<file path="src/rtl/sing_io_responder.sv">
// Half-duplex single-pin responder: receives a start/8-data/stop frame, waits a turnaround gap,
// then drives back the received byte XOR a mask on the same pin with mid-bit collision readback.
module sing_io_responder #(
    parameter int          BIT_CYCLES  = 8,
    parameter int          TURN_CYCLES = 4,
    parameter logic [7:0]  XOR_MASK    = 8'hFF
) (
    input  logic       clk,
    input  logic       rst,
    input  logic       pin_i,
    output logic       pin_o,
    output logic       pin_oe,
    output logic [7:0] rx_data,
    output logic       rx_valid,
    output logic       tx_busy,
    output logic       frame_err,
    output logic       collision,
    output logic [7:0] rx_count
);

    localparam logic [2:0] S_IDLE = 3'd0;
    localparam logic [2:0] S_RX   = 3'd1;
    localparam logic [2:0] S_TURN = 3'd2;
    localparam logic [2:0] S_TX   = 3'd3;
    localparam logic [2:0] S_ERR  = 3'd4;

    localparam int             CW        = 16;
    localparam logic [CW-1:0]  PH_LAST   = CW'(BIT_CYCLES - 1);
    localparam logic [CW-1:0]  PH_MID    = CW'(BIT_CYCLES / 2);
    localparam logic [CW-1:0]  TURN_LAST = CW'(TURN_CYCLES - 1);
    localparam logic [3:0]     BIT_STOP  = 4'd9;

    logic [1:0]    sync_q;
    logic          s_in;
    logic [2:0]    state_q, state_d;
    logic          armed_q, armed_d;
    logic [CW-1:0] ph_q, ph_d;
    logic [3:0]    bit_q, bit_d;
    logic [7:0]    shift_q, shift_d;
    logic [7:0]    rx_data_q, rx_data_d;
    logic [7:0]    rx_count_q, rx_count_d;
    logic          rx_valid_q, rx_valid_d;
    logic          frame_err_q, frame_err_d;

    logic [9:0]    tx_frame;
    logic          tx_bit;

    assign s_in     = sync_q[1];
    assign tx_frame = {1'b1, rx_data_q ^ XOR_MASK, 1'b0};
    assign tx_bit   = tx_frame[bit_q];

    // Released pad reads 1 through the pull-up, so pin_o idles high too.
    assign pin_oe    = (state_q == S_TX);
    assign pin_o     = pin_oe ? tx_bit : 1'b1;
    assign tx_busy   = (state_q == S_TURN) || (state_q == S_TX);
    assign collision = pin_oe && (ph_q == PH_MID) && (s_in != tx_bit);

    assign rx_data   = rx_data_q;
    assign rx_count  = rx_count_q;
    assign rx_valid  = rx_valid_q;
    assign frame_err = frame_err_q;

    always_comb begin
        state_d     = state_q;
        armed_d     = armed_q;
        ph_d        = ph_q;
        bit_d       = bit_q;
        shift_d     = shift_q;
        rx_data_d   = rx_data_q;
        rx_count_d  = rx_count_q;
        rx_valid_d  = 1'b0;
        frame_err_d = 1'b0;
        case (state_q)
            S_IDLE: begin
                ph_d  = '0;
                bit_d = '0;
                if (!armed_q) begin
                    if (s_in) armed_d = 1'b1;
                end else if (!s_in) begin
                    state_d = S_RX;
                end
            end
            S_RX: begin
                if (ph_q == PH_LAST) begin
                    ph_d  = '0;
                    bit_d = bit_q + 4'd1;
                end else begin
                    ph_d = ph_q + CW'(1);
                end
                if (ph_q == PH_MID) begin
                    if (bit_q == 4'd0) begin
                        if (s_in) state_d = S_IDLE;
                    end else if (bit_q == BIT_STOP) begin
                        ph_d = '0;
                        if (s_in) begin
                            rx_data_d  = shift_q;
                            rx_valid_d = 1'b1;
                            rx_count_d = rx_count_q + 8'd1;
                            state_d    = S_TURN;
                        end else begin
                            frame_err_d = 1'b1;
                            state_d     = S_ERR;
                        end
                    end else begin
                        shift_d = {s_in, shift_q[7:1]};
                    end
                end
            end
            S_TURN: begin
                if (ph_q == TURN_LAST) begin
                    ph_d    = '0;
                    bit_d   = '0;
                    state_d = S_TX;
                end else begin
                    ph_d = ph_q + CW'(1);
                end
            end
            S_TX: begin
                if (collision) begin
                    ph_d    = '0;
                    state_d = S_ERR;
                end else if (ph_q == PH_LAST) begin
                    ph_d = '0;
                    if (bit_q == BIT_STOP) begin
                        state_d = S_IDLE;
                        armed_d = 1'b1;
                    end else begin
                        bit_d = bit_q + 4'd1;
                    end
                end else begin
                    ph_d = ph_q + CW'(1);
                end
            end
            S_ERR: begin
                // Wait for a full bit time of continuous idle-high before re-arming.
                if (!s_in) begin
                    ph_d = '0;
                end else if (ph_q == PH_LAST) begin
                    ph_d    = '0;
                    state_d = S_IDLE;
                    armed_d = 1'b1;
                end else begin
                    ph_d = ph_q + CW'(1);
                end
            end
            default: state_d = S_IDLE;
        endcase
    end

    always_ff @(posedge clk) begin
        if (rst) begin
            sync_q      <= 2'b11;
            state_q     <= S_IDLE;
            armed_q     <= 1'b0;
            ph_q        <= '0;
            bit_q       <= '0;
            shift_q     <= '0;
            rx_data_q   <= '0;
            rx_count_q  <= '0;
            rx_valid_q  <= 1'b0;
            frame_err_q <= 1'b0;
        end else begin
            sync_q      <= {sync_q[0], pin_i};
            state_q     <= state_d;
            armed_q     <= armed_d;
            ph_q        <= ph_d;
            bit_q       <= bit_d;
            shift_q     <= shift_d;
            rx_data_q   <= rx_data_d;
            rx_count_q  <= rx_count_d;
            rx_valid_q  <= rx_valid_d;
            frame_err_q <= frame_err_d;
        end
    end

endmodule
</file>
<file path="config.mk">
export PLATFORM = sky130hd
export DESIGN_NAME = sing_io_responder
export DESIGN_NICKNAME = d
export VERILOG_FILES = /design/src/rtl/sing_io_responder.sv
export SDC_FILE = /design/constraint.sdc
export NUM_CORES = 1
export LEC_CHECK = 0
export CELL_PAD_IN_SITES_DETAIL_PLACEMENT = 0
export CELL_PAD_IN_SITES_GLOBAL_PLACEMENT = 2
export CORE_MARGIN = 2
export CORE_UTILIZATION = 34
export CTS_CLUSTER_DIAMETER = 150
export DETAILED_ROUTE_END_ITERATION = 10
export PLACE_DENSITY_LB_ADDON = 0.1
export SYNTH_ARGS = -nofsm -noshare
export SYNTH_HDL_FRONTEND = slang
export SYNTH_SLANG_ARGS = --single-unit
</file>
<file path="constraint.sdc">
create_clock -name clk -period 4 [get_ports clk]
set_input_delay 0.6 -clock clk [delete_from_list [all_inputs] [get_ports clk]]
set_output_delay 0.6 -clock clk [all_outputs]
set_load 0.1 [all_outputs]
</file>
* Word-level counts from Yosys, hierarchy flattened *
Index checks and enable logic that the tools add are counted.

word-level totals
  output and inout port bits = 22
  register bits = 52

operators by class
  reduce and logical (&&, ||, !) cells = 14
  equal/unequal tests = 24
  bitwise logic cells = 5
  add/subtract/negate cells = 3
  order comparisons = 1
  muxes and demuxes = 40

operators with widths
  kind                     count
  $mux W16                 7
  $pmux W16 S5             1
  $mux W3                  13
  $eq A16 B3 Y1 const B    2
  $mux W4                  5
  $add A16 B1 Y16 const B  1
  $eq A16 B2 Y1 const B    1
  $ne A2 B2 Y1 const B     8
  $pmux W4 S4              1
  $pmux W3 S5              1
  $reduce_and A6 Y1        2
  $mux W1                  10
  $reduce_and A10 Y1       1
  $add A8 B1 Y8 const B    1
  $not A8 Y8               1
  $eq A3 B2 Y1 const B     2
  $ne A2 B1 Y1 const B     3
  $ne A3 B1 Y1 const B     2
  $ne A3 B3 Y1 const B     2
  $lt A4 B5 Y1 const B     1
  $reduce_and A5 Y1        1
  $reduce_bool A5 Y1       1
  $reduce_or A5 Y1         1
  $add A4 B1 Y4 const B    1
  14 further kinds         18

* Longest topological paths before layout *
  depth after elaboration = 7
  depth in mapped cells = 11
  depth with buffers taken out = 10

* Least setup slack after synthesis *
Ideal clock, no wire load.

  path kind = register to output
  from = register state_q[1]
  to = output port pin_o
  data arrival time = 3.614 ns
  data required time = 3.400 ns
  setup slack = -0.214 ns
  stages on the path, launching flop included = 5
  buffers on the path = 0
  cell sequence = dfxtp_1 -> nor2b_1 -> nand2_1 -> inv_1 -> nand2_1

between the ends
  cells in the longest elaborated chain, start to end = 2

RTL lines
  what                      RTL line  text
  start: declaration        35        logic [2:0] state_q, state_d;
  start signal: assignment  164       state_q <= state_d;
  $eq A3 B2 Y1              53        assign pin_oe = (state_q == S_TX);
  named net pin_oe          12        output logic pin_oe,
  $mux W1                   54        assign pin_o = pin_oe ? tx_bit : 1'b1;
  end: declaration          11        output logic pin_o,

The timed path passes the listed nets, and every way through them passes these cells.

* Worst setup path in the final report *
  from = register ph_q[8]
  to = register ph_q[14]

between the ends
  cells in the longest elaborated chain, start to end = 6
  elaborated cells between the ends (all ways) = 14
  classes of those cells = 1 x add/sub; 3 x eq/ne; 8 x mux; 2 x reduce/logical

RTL lines
  what                                                     RTL line      text
  start: declaration                                       37            logic [CW-1:0] ph_q, ph_d;
  start signal: assignment                                 166           ph_q <= ph_d;
  $add A16 B1 Y16 / $eq A16 B3 Y1 (equally long branches)  -
  $mux W16                                                 84, 122, 138
  $mux W16                                                 93            end else if (bit_q == BIT_STOP) begin
  $mux W16                                                 91            if (bit_q == 4'd0) begin
  $mux W16                                                 90            if (ph_q == PH_MID) begin
  $pmux W16 S5 *                                           73            case (state_q)

Every way passes the cells marked *; elsewhere a longest branch is shown, timed or not.
A chain may end at the register's enable or synchronous reset.

==> out/results.txt <==
largest net degree at the start of global routing: 27
PD cells: 345 nW/um^2
Initial Util: 0.347
Initial DRT Pass Iterations: 4
hold_buf cts: 0
reg2reg start: ph_q[8]$_SDFFE_PP0P_
Slew @ Worst Pin: 0.981 ns
# rows: 32
final hold viol count: 0
crit-path max FO: 26
CTS root buf: clkbuf_8
WP data required: 4.21 ns
GRT Total Usage: 0.163
Hold Path Sink: sync_q[1]$_SDFF_PP1_
Die H: 92.1 um
Syn Area/Cell: 8.07 um^2
met3 WL: 219 um
Synth Net Count: 336
via count: 2301
P_leak: 1.18 nW
Die W: 92.1 um
layout filler cell count: 788
Yosys Warn Count: 0
Hold Path Cell Cnt: 1
ratio of final minimum period to clock period: 0.824
clock tree buffer depth: 2
Post-synth EDFFs: 0
PostCTS Resize Cnt: 0
clock sinks: 52
Async SR Flop Fraction: 0
Post-Route WL: 6440 um
vias per cell: 5.10
latest clock arrival within the worst-skew pair: 0.32 ns
min-delay src: sync_q[0]$_SDFF_PP1_
Routed Antenna Nets: 0
FF+latch count, synth: 52
f_max: 0.303 GHz
DRT iter0 DRCs: 158
GR Overflow Total: 0
startpoint types: register
io pins: 25
Gate Count Post-Synth: 327
total die area: 8480 um^2
RSZ-0062 raised after global routing: no
reg2reg end: ph_q[14]$_SDFFE_PP0P_
r2r setup slk: 0.70 ns
Fin Clk Skew: 0.0115 ns
number of global-route vias before repair: 2213
CTS tree: done
R2R depth: 8
Design Power: 1.07 mW
Final HPWL DP: 4500 um
uppermost layer routed: met4
critical path type: reg2reg
Setup Slack @ Placement: 0.762 ns
most frequent cells in the layout: 52 x dfxtp_1, 48 x nand2_1, 38 x nor2_1
Clock H-tree levels: 2
PortBufs: 24
core box area: 7610 um^2
gp weighted congestion: 0.756
Syn Std Cell Area: 2640 um^2
count of unique library cells instantiated by Yosys: 48
most common library cell in the layout ignoring fill and taps: dfxtp_1
Rel. slew slack: 0.344
Worst IR Drop VDD: 0.000165 V
CP Capture Type: register
routed len/inst: 14.3 um
initial antenna violation count: 0
fin area: 3120 um^2
setup TNS: 0 ns
final setup margin: 0.704 ns
CTS buffer count: 5
wl on met1: 3040 um
Max Slew Vio Count: 0
postcts setup bufs: 0
endpoints failing setup: 0
met2 WL: 3090 um
Placed Area: 2980 um^2
share of cells above drive strength 1: 0.0802
register area share after synthesis: 0.395
Clock transition at path regs: 0.10 ns
Max-Cap Viols: 0
final-stage net count: 357
most used flip-flop cell after synthesis: dfxtp_1
Layout area overhead: 18.1%
# diodes: 0
WP data arrival: 3.51 ns
min cycle time layout: 3.30 ns
first-pass GRT wire length: 11000 um
status: complete, no violations
kind of path behind the tightest hold check: reg2reg
DRC: 0
[where the power goes]
group          switching [mW]  internal [mW]  total [mW]
registers              0.0150          0.524       0.539
clock network           0.187          0.252       0.439
logic                  0.0578         0.0380      0.0958
total                   0.260          0.814        1.07
[metal layers]
metal | GRT usage | up-vias
li1 | - | 1184
met1 | 0.211 | 1071
met2 | 0.271 | 40
met3 | 0.0337 | 6
met4 | 0.0572 | 0
met5 | 0 | -
[cells in the mapped netlist (all sizes together), types with 5 or more instances]
cell type  number  area [um^2]
a21o            7         52.6
a21oi          21          116
clkbuf         12         45.0
dfxtp          52         1040
ha              6         75.1
inv            11         41.3
mux2i          13          130
nand2          48          180
nand3          10         50.1
nand4           5         31.3
nor2           38          143
nor3           13         65.1
nor4            8         62.6
o21ai          16         80.1
or4             5         48.8
xnor2           6         52.6
xor2            6         52.6
[through the flow]
| stage | std cells | hold slack, ns | utilization |
|---|---|---|---|
| after floorplan | 327 | 0.389 | - |
| after global placement | 443 | 0.394 | 0.391 |
| after detailed placement | 443 | 0.402 | 0.391 |
| after CTS | 451 | 0.426 | 0.410 |
| after global routing | 451 | 0.446 | 0.410 |
| final | 451 | 0.419 | 0.410 |
[final cells by class]
type	count	area, um^2	area share
sequential	52	1040	0.334
clock inverter	3	68.8	0.0221
multi-input combinational	248	1490	0.478
inverter	11	41.3	0.0133
clock buffer	5	68.8	0.0221
timing repair buffer	30	280	0.0900
tap	102	128	0.0410
[flip-flops by register name, indices dropped and copies added (netlist names), 2 cells and up]
signal,count
rx_data,8
shift_q,8
sync_q,2
bit_q,4
ph_q,16
rx_count,8
state_q,3
[critical path, stage by stage (launching register included)]
cell and delay [ns]:
dfxtp_1 0.38, or4_4 0.59, or3_4 0.40, o311a_1 0.40, a221oi_1 0.28, a2111oi_1 0.14
a21oi_4 0.56, nor4_1 0.13, a211o_1 0.29
[cells by family (layout without fill, tap and decap cells)]
family,Yosys count,in the layout,share of synthesized area
buffers and inverters,27,49,0.0422
xor gates and xnor gates,12,12,0.0398
and+or+nand+nor,153,153,0.287
AOI/OAI and AO/OA,63,63,0.154
adders and majority gates,6,6,0.0285
DFF,52,52,0.395
muxes,14,14,0.0536
[how the worst max path moves through the flow]
| stage | cells after the start | from | to |
|---|---|---|---|
| floorplan | 4 | state_q[1]$_SDFFE_PP0P_ | pin_o |
| global route | 8 | ph_q[8]$_SDFFE_PP0P_ | ph_q[14]$_SDFFE_PP0P_ |
| detailed placement | 8 | ph_q[4]$_SDFFE_PP0P_ | ph_q[14]$_SDFFE_PP0P_ |
| CTS | 8 | ph_q[8]$_SDFFE_PP0P_ | ph_q[14]$_SDFFE_PP0P_ |
| global placement | 8 | ph_q[8]$_SDFFE_PP0P_ | ph_q[14]$_SDFFE_PP0P_ |
| finish | 8 | ph_q[8]$_SDFFE_PP0P_ | ph_q[14]$_SDFFE_PP0P_ |
(Power assumes the default switching activity.)
